`config.mk`:
```
export PLATFORM = sky130hd
export DESIGN_NAME = note_spawn_scheduler
export DESIGN_NICKNAME = d
export VERILOG_FILES = /design/src/rtl/note_spawn_scheduler.sv
export SDC_FILE = /design/constraint.sdc
export NUM_CORES = 1
export LEC_CHECK = 0
export ABC_AREA = 0
export ABC_CLOCK_PERIOD_IN_PS = 3000
export CORE_MARGIN = 1.5
export CORE_UTILIZATION = 60
export DETAILED_ROUTE_END_ITERATION = 16
export PLACE_DENSITY = 0.85
export SLEW_MARGIN = 10
export SYNTH_ARGS = -nofsm -noshare
export SYNTH_HDL_FRONTEND = slang
export SYNTH_SLANG_ARGS = --single-unit
```
`constraint.sdc`:
```
create_clock -name clk -period 3 [get_ports clk]
set_input_delay 0.6 -clock clk [delete_from_list [all_inputs] [get_ports clk]]
set_output_delay 0.6 -clock clk [all_outputs]
set_load 0.01 [all_outputs]
```
`src/rtl/note_spawn_scheduler.sv`:
```
// rtl/note_spawn_scheduler.sv - beat-timed pattern scheduler issuing serialised lane spawn requests
module note_spawn_scheduler #(
  parameter int LANES       = 4,
  parameter int PATTERN_LEN = 16,
  parameter int ADDR_W      = 4,
  parameter int BEAT_CYCLES = 833333,
  parameter int TIMER_W     = 20
) (
  input  logic              clk,
  input  logic              reset,
  input  logic              start,
  input  logic              pause,
  input  logic              pat_wr_en,
  input  logic [ADDR_W-1:0] pat_wr_addr,
  input  logic [LANES-1:0]  pat_wr_mask,
  output logic              map_valid,
  output logic [LANES-1:0]  map_lane,
  input  logic              map_ready,
  output logic [ADDR_W-1:0] beat_idx,
  output logic              busy,
  output logic              song_done,
  output logic              overrun
);

  typedef enum logic [2:0] {
    S_IDLE,
    S_WAIT_BEAT,
    S_FETCH,
    S_ISSUE,
    S_DONE
  } state_t;

  state_t             r_state;
  logic [TIMER_W-1:0] r_timer;
  logic [ADDR_W-1:0]  r_beat_idx;
  logic [LANES-1:0]   r_pending;
  logic [LANES-1:0]   r_lane;
  logic               r_valid;
  logic               r_busy;
  logic               r_done;
  logic               r_overrun;
  logic [LANES-1:0]   r_table [PATTERN_LEN];

  logic               w_active;
  logic               w_tick;
  logic               w_last;
  logic [LANES-1:0]   w_fetched;
  logic [LANES-1:0]   w_fetch_low;
  logic [LANES-1:0]   w_pend_low;

  assign w_active    = (r_state == S_WAIT_BEAT) || (r_state == S_FETCH) || (r_state == S_ISSUE);
  assign w_tick      = w_active && !pause && (r_timer == TIMER_W'(BEAT_CYCLES - 1));
  assign w_last      = (r_beat_idx == ADDR_W'(PATTERN_LEN - 1));
  assign w_fetched   = r_table[r_beat_idx];
  // Two's-complement trick isolates the lowest set bit.
  assign w_fetch_low = w_fetched & (~w_fetched + 1'b1);
  assign w_pend_low  = r_pending & (~r_pending + 1'b1);

  always_ff @(posedge clk) begin
    if (reset) begin
      for (int i = 0; i < PATTERN_LEN; i++) r_table[i] <= '0;
    end else if (pat_wr_en && (int'(pat_wr_addr) < PATTERN_LEN)) begin
      r_table[pat_wr_addr] <= pat_wr_mask;
    end
  end

  always_ff @(posedge clk) begin
    if (reset) begin
      r_state    <= S_IDLE;
      r_timer    <= '0;
      r_beat_idx <= '0;
      r_pending  <= '0;
      r_lane     <= '0;
      r_valid    <= 1'b0;
      r_busy     <= 1'b0;
      r_done     <= 1'b0;
      r_overrun  <= 1'b0;
    end else begin
      if (w_active && !pause) r_timer <= w_tick ? '0 : r_timer + 1'b1;
      if (w_tick && (r_state != S_WAIT_BEAT)) r_overrun <= 1'b1;

      case (r_state)
        S_IDLE, S_DONE: begin
          if (start) begin
            r_state    <= S_WAIT_BEAT;
            r_timer    <= '0;
            r_beat_idx <= '0;
            r_pending  <= '0;
            r_valid    <= 1'b0;
            r_overrun  <= 1'b0;
            r_busy     <= 1'b1;
            r_done     <= 1'b0;
          end
        end
        S_WAIT_BEAT: begin
          if (w_tick) r_state <= S_FETCH;
        end
        S_FETCH: begin
          if (!pause) begin
            r_pending <= w_fetched;
            if (w_fetched != '0) begin
              r_state <= S_ISSUE;
              r_valid <= 1'b1;
              r_lane  <= w_fetch_low;
            end else if (w_last) begin
              r_state <= S_DONE;
              r_busy  <= 1'b0;
              r_done  <= 1'b1;
            end else begin
              r_beat_idx <= r_beat_idx + 1'b1;
              r_state    <= S_WAIT_BEAT;
            end
          end
        end
        S_ISSUE: begin
          // A gap cycle follows every acceptance before the next lane is shown.
          if (!pause) begin
            if (r_valid) begin
              if (map_ready) begin
                r_pending <= r_pending & ~r_lane;
                r_valid   <= 1'b0;
              end
            end else if (r_pending != '0) begin
              r_valid <= 1'b1;
              r_lane  <= w_pend_low;
            end else if (w_last) begin
              r_state <= S_DONE;
              r_busy  <= 1'b0;
              r_done  <= 1'b1;
            end else begin
              r_beat_idx <= r_beat_idx + 1'b1;
              r_state    <= S_WAIT_BEAT;
            end
          end
        end
        default: r_state <= S_IDLE;
      endcase
    end
  end

  assign map_valid = r_valid && !pause;
  assign map_lane  = map_valid ? r_lane : '0;
  assign beat_idx  = r_beat_idx;
  assign busy      = r_busy;
  assign song_done = r_done;
  assign overrun   = r_overrun;

endmodule
```
==> results of run 1 <==
[worst reg2reg max path: cells and delay by family, from the launching register on]
family | cells | cell delay (ns)
buf+inv | 1 | 0.23
mux | 1 | 0.51
flops | 1 | 0.45
compound gates | 1 | 0.46
simple gates | 4 | 1.05
[metrics by stage]
step / worst slack, ns / power (mW) / area, um^2
after global routing: 0.00573 / 3.03 / 5860
after detailed placement: 0.171 / 1.91 / 5610
final: 0.163 / 2.95 / 5860
after CTS: 0.148 / 2.95 / 5860
after floorplan: 0.370 / 1.82 / 5270
after global placement: 0.306 / 1.91 / 5610
[sequential cells by signal, summed over array words and instances, names as in the netlist, named ones only]
signal / count
beat_idx: 4
busy: 1
overrun: 1
r_lane: 4
r_pending: 4
r_state: 3
r_table: 64
r_timer: 20
r_valid: 1
song_done: 1
[per-layer routing]
layer  vias to the layer above  routed length [um]  GRT usage, %
li1                       1805                   -             -
met1                      1837                4740          31.9
met2                       148                5470          41.6
met3                        22                 627          3.76
met4                         0                 187          7.69
met5                         -                   0             0
[synth_stat cells, types with 9 or more instances]
master / count
and2_1: 73
dfxtp_1: 43
a21oi_1: 16
edfxtp_1: 64
nor3_1: 12
mux4_2: 16
nor2_1: 49
nand2b_1: 9
o21ai_0: 20
a211oi_1: 10
nand2_1: 27
xor2_1: 15
nand3_1: 11
clkbuf_1: 16
[worst paths after layout]
kind                              start      end  slack (ns)  depth (start not counted)
worst min register to register  overrun  overrun        0.45                          2
worst max-delay path               flop     flop        0.16                          7
worst min-delay path            overrun  overrun        0.45                          2
worst max register to register     flop     flop        0.16                          7
[logic make-up (layout without fill, tap and decap cells)]
| logic type | Yosys count | in the layout | synth area share, % |
|---|---|---|---|
| AO/OA/AOI/OAI | 76 | 76 | 9.45 |
| XOR/XNOR | 18 | 18 | 2.99 |
| adder cells (fa/ha/maj) | 3 | 3 | 0.713 |
| buffers and inverters | 28 | 57 | 2.49 |
| flip-flops | 107 | 107 | 52.8 |
| multiplexers | 20 | 20 | 7.60 |
| AND/OR/NAND/NOR | 230 | 230 | 23.9 |
[power groups by stage]
stage,Clock [mW],Sequential [mW],Combinational [mW]
floorplan,0,1.66,0.168
global placement,0,1.67,0.231
detailed placement,0,1.68,0.237
CTS,1.07,1.64,0.238
global route,1.12,1.65,0.261
finish,1.06,1.64,0.239
[final cells by class]
class	instances	area share, %
clock buffer	11	2.41
clock inverter	5	1.88
sequential	107	47.5
timing repair buffer	33	5.30
multi-input combinational	347	40.2
tap	105	2.24
inverter	8	0.512
==> run summary, run 1 <==
Slew Viols, Final: 0
Final GP Congestion: 0.867
DRC: 0
Worst setup SP type: flop
Post-Layout Cell Count: 616
Ys async rst share: 0%
TritonCTS Buffers: 9
H-tree depth: 3
Status: finished clean
Post-CTS Setup Bufs: 0
Slew Limit Headroom: 53.1%
Top FF cell, synth: edfxtp_1
Min cycle time layout: 2.84 ns
Leak: 2.00 nW
Initial DRC count: 191
Nets: 523
Commonest cells after routing, fill and taps aside: 73 x and2_1, 64 x edfxtp_1, 49 x nor2_1, 43 x dfxtp_1, 27 x nand2_1
Total gr overflow: 0
Sink Count: 107
Synth area leader: edfxtp_1
Row Count: 33
Clk_lat worst skew: 0.36 ns
Synth cell types: 55
Drt wl/cell: 17.9 um
Port bufs: 25
Die area: 9350 um^2
Synth warn: 0
Vias after detailed routing: 3812
FILL cells: 588
Post-synth net total: 499
Final hold slack: 0.454 ns
Post-Route WL: 11.0 mm
Vias in the first global route: 3677
Final Hold Viols: 0
Peak VDD IR: 339 uV
Nature of the critical path endpoint: flop
Max incr delay on CP: 0.58 ns
CP Class: reg2reg
Placed insts: 600
Syn Std Cell Area: 5270 um^2
First-pass GRT wire length: 18.1 mm
Final period util: 94.6%
Combinational share of power: 8.1%
Largest net degree at the start of global routing: 19
Hold-fix buffers, CTS: 0
Clock power frac: 36.1%
Post-route ant nets: 0
Worst-case clock buffer depth: 2
Final setup fails: 0
Area share of the largest cell type after synthesis: 36.5%
P&R area growth vs syn: 11.2%
HPWL Detailed: 8.09 mm
RSZ-0062 raised after global routing: no
Sequential fraction of the synthesis area: 52.8%
Starting Density: 63.2%
Antenna violations before repair: 0
Drt first pass iters: 4
Multi-input logic area: 2350 um^2
Global Route Usage Sum: 24.3%
Largest cells by area after synthesis: edfxtp_1 36%, dfxtp_1 16%, and2_1 8.7%
Max Cap Viol: 0
EDFF count, synth: 64
Die width: 96.7 um
Crit path required time: 3.23 ns
Register area: 2780 um^2
Commonest non-fill, non-tap cell in the layout: and2_1
Critical path cell sequence: buf_4 > mux4_2 > nand2_1 > nand4_1 > or4_4 > and2_4 > o41ai_1
Slowest cell on crit path: or4_4
Layout cells sized above 1: 9.39%
Sw Ratio: 21.9%
Worst path top cell family by delay: simple AND/OR/NAND/NOR gates
Seq pwr share: 55.8%
Boundary Pins: 26
FMAX: 0.353 GHz
CTS clk-pin slew, worst paths: 0.10 ns
#FFs+latches synth: 107
Post-Route Skew: 0.0106 ns
Internal Power: 2.30 mW
Fin Setup TNS: 0 ns
CP bufs+invs: 1
CTS resizes: 0
CORE AREA: 8340 um^2
Crit path max fanout: 8
Number of diodes: 0
Average vias per placed instance: 6.19
Final Util: 70.3%
Mapped Cells: 482
PD cells: 503 nW/um^2
Die height: 96.7 um
HP Class: reg2reg
CP Data Arrival Time: 3.06 ns
CTS tree: built
Synth Area per Inst: 10.9 um^2
Switch Pwr: 646 uW
Actual slew at the worst max-slew pin: 0.697 ns
CTS root buf: clkbuf_8
No activity file was read; power rests on OpenSTA's default activity.
==> inputs of run 2 (changes only) <==
--- a/config.mk
+++ b/config.mk
@@ -11,6 +11,7 @@
 export CORE_UTILIZATION = 60
 export DETAILED_ROUTE_END_ITERATION = 16
 export PLACE_DENSITY = 0.85
+export RECOVER_POWER = 100
 export SLEW_MARGIN = 10
 export SYNTH_ARGS = -nofsm -noshare
 export SYNTH_HDL_FRONTEND = slang
==> constraint.sdc (replaced) <==
create_clock -name clk -period 3 [get_ports clk]
set_input_delay 0.6 -clock clk [delete_from_list [all_inputs] [get_ports clk]]
set_output_delay 0.6 -clock clk [all_outputs]
set_load 0.05 [all_outputs]
==> run summary, run 2 (synthesized netlist as in run 1, its figures left out) <==
P&R area growth vs syn: 10.3%
Leak: 1.94 nW (-3.1%)
CTS resizes: 0 (unchanged)
First-pass GRT wire length: 18.8 mm (+3.5%)
Peak VDD IR: 343 uV (+1.2%)
Boundary Pins: 26 (unchanged)
Crit path required time: 3.24 ns (about the same)
Average vias per placed instance: 6.31 (+2.0%)
Setup ws final: 0.234 ns (+0.0707 ns)
Slew Viols, Final: 0 (unchanged)
Clk_lat worst skew: 0.37 ns (about the same)
DRC: 0 (unchanged)
Nature of the critical path endpoint: flop
Crit path max fanout: 8 (unchanged)
Min cycle time layout: 2.77 ns (-0.0707 ns)
Hold_sp: overrun
Nets: 522 (-0.19%)
Largest net degree at the start of global routing: 20 (+1)
Final setup fails: 0 (unchanged)
Worst-case clock buffer depth: 2 (unchanged)
Die width: 96.7 um (unchanged)
RSZ-0062 raised after global routing: no
Final GP Congestion: 0.898 (+3.6%)
Clock power frac: 30.5% (-5.6 points)
Max Cap Viol: 0 (unchanged)
Hold-fix buffers, CTS: 0 (unchanged)
Fin Setup TNS: 0 ns (unchanged)
Vias after detailed routing: 3882 (+1.8%)
CTS root buf: clkbuf_8
CTS tree: built
HP Class: reg2reg
Final Hold Viols: 0 (unchanged)
TritonCTS Buffers: 9 (unchanged)
Vias in the first global route: 3766 (+2.4%)
Largest Register: r_table
Number of diodes: 0 (unchanged)
Internal Power: 2.03 mW (-12%)
Layout cells sized above 1: 9.61% (+0.21 points)
Placed insts: 599 (-0.17%)
Post-Route Skew: 0.0118 ns (+0.00125 ns)
Status: finished clean
Largest regs: r_table x64, r_timer x20
Combinational share of power: 9.0% (+0.9 points)
Antenna violations before repair: 0 (unchanged)
Seq pwr share: 60.5% (+4.7 points)
CP Data Arrival Time: 3.01 ns (-0.05 ns)
Post-Route WL: 11.3 mm (+2.7%)
Post-Layout Cell Count: 615 (-0.16%)
Sink Count: 107 (unchanged)
Post-route ant nets: 0 (unchanged)
Global Route Usage Sum: 25.4% (+1.2 points)
Actual slew at the worst max-slew pin: 0.855 ns (+0.157 ns)
Multi-input logic area: 2350 um^2 (-0.16%)
Total gr overflow: 0 (unchanged)
HPWL Detailed: 8.41 mm (+4.0%)
Register area: 2780 um^2 (unchanged)
Port bufs: 25 (unchanged)
Starting Density: 63.2% (unchanged)
Largest register FFs: 64 (unchanged)
Drt first pass iters: 5 (+1)
Switch Pwr: 691 uW (+7.0%)
Die area: 9350 um^2 (unchanged)
CORE AREA: 8340 um^2 (unchanged)
Final period util: 92.2% (-2.4 points)
FMAX: 0.362 GHz (+2.6%)
Die height: 96.7 um (unchanged)
Slew Limit Headroom: 42.5% (-11 points)
Commonest non-fill, non-tap cell in the layout: edfxtp_1
PD cells: 468 nW/um^2 (-6.9%)
CP Class: reg2reg
Initial DRC count: 230 (+20%)
Row Count: 33 (unchanged)
Worst setup SP type: flop
FILL cells: 609 (+3.6%)
CTS clk-pin slew, worst paths: 0.10 ns (about the same)
Commonest cells after routing, fill and taps aside: 64 x edfxtp_1, 53 x and2_0, 49 x nor2_1, 43 x dfxtp_1, 27 x nand2_1
Post-CTS Setup Bufs: 0 (unchanged)
Sw Ratio: 25.4% (+3.5 points)
Final hold slack: 0.457 ns (+0.00260 ns)
Worst slack, placed: 0.265 ns (+0.0935 ns)
Drt wl/cell: 18.4 um (+2.9%)
H-tree depth: 3 (unchanged)
Reg2reg setup slack: 0.23 ns (+0.07 ns)
==> run 2: power by group through the flow <==
stage                     logic [mW]  clock network, mW  registers [mW]
after global routing           0.266              0.898            1.65
after global placement         0.239                  0            1.67
after detailed placement       0.246                  0            1.68
after floorplan                0.170                  0            1.66
after CTS                      0.247              0.838            1.65
final                          0.245              0.829            1.65
==> run 2: metal layers <==
layer	part of all wire, %	global-route usage, %
met2	51	43.1
met5	0	0
met4	2.5	8.36
met3	8.0	5.06
met1	39	32.9
==> run 2: metrics by stage <==
step                      utilization (%)  instance area (um^2)  total power, mW
after detailed placement             67.6                  5640             1.93
final                                69.7                  5810             2.72
after global routing                 69.7                  5810             2.81
after global placement               67.6                  5640             1.91
after CTS                            69.8                  5820             2.73
after floorplan                         -                  5270             1.83
==> run 2: area by class of cell <==
| type | instances | area share, % |
|---|---|---|
| well taps | 105 | 2.26 |
| clock inverters | 6 | 0.948 |
| flip-flops and latches | 107 | 47.9 |
| multi-input cells | 347 | 40.4 |
| clock buffers | 10 | 2.20 |
| inverters | 8 | 0.517 |
| repair buffers | 32 | 5.73 |
==> run 2: critical path: stages, from the launching register on <==
cell and delay, ns:
dfxtp_1 0.44, buf_4 0.22, mux4_2 0.52, a22oi_1 0.26, o211ai_1 0.14, or4_1 0.48, and2_4 0.19, o41ai_1 0.40
==> run 2: worst paths after layout <==
check / end / depth (start not counted)
setup reg to reg: flop / 7
hold / removal: overrun / 2
hold reg to reg: overrun / 2
setup / recovery: flop / 7
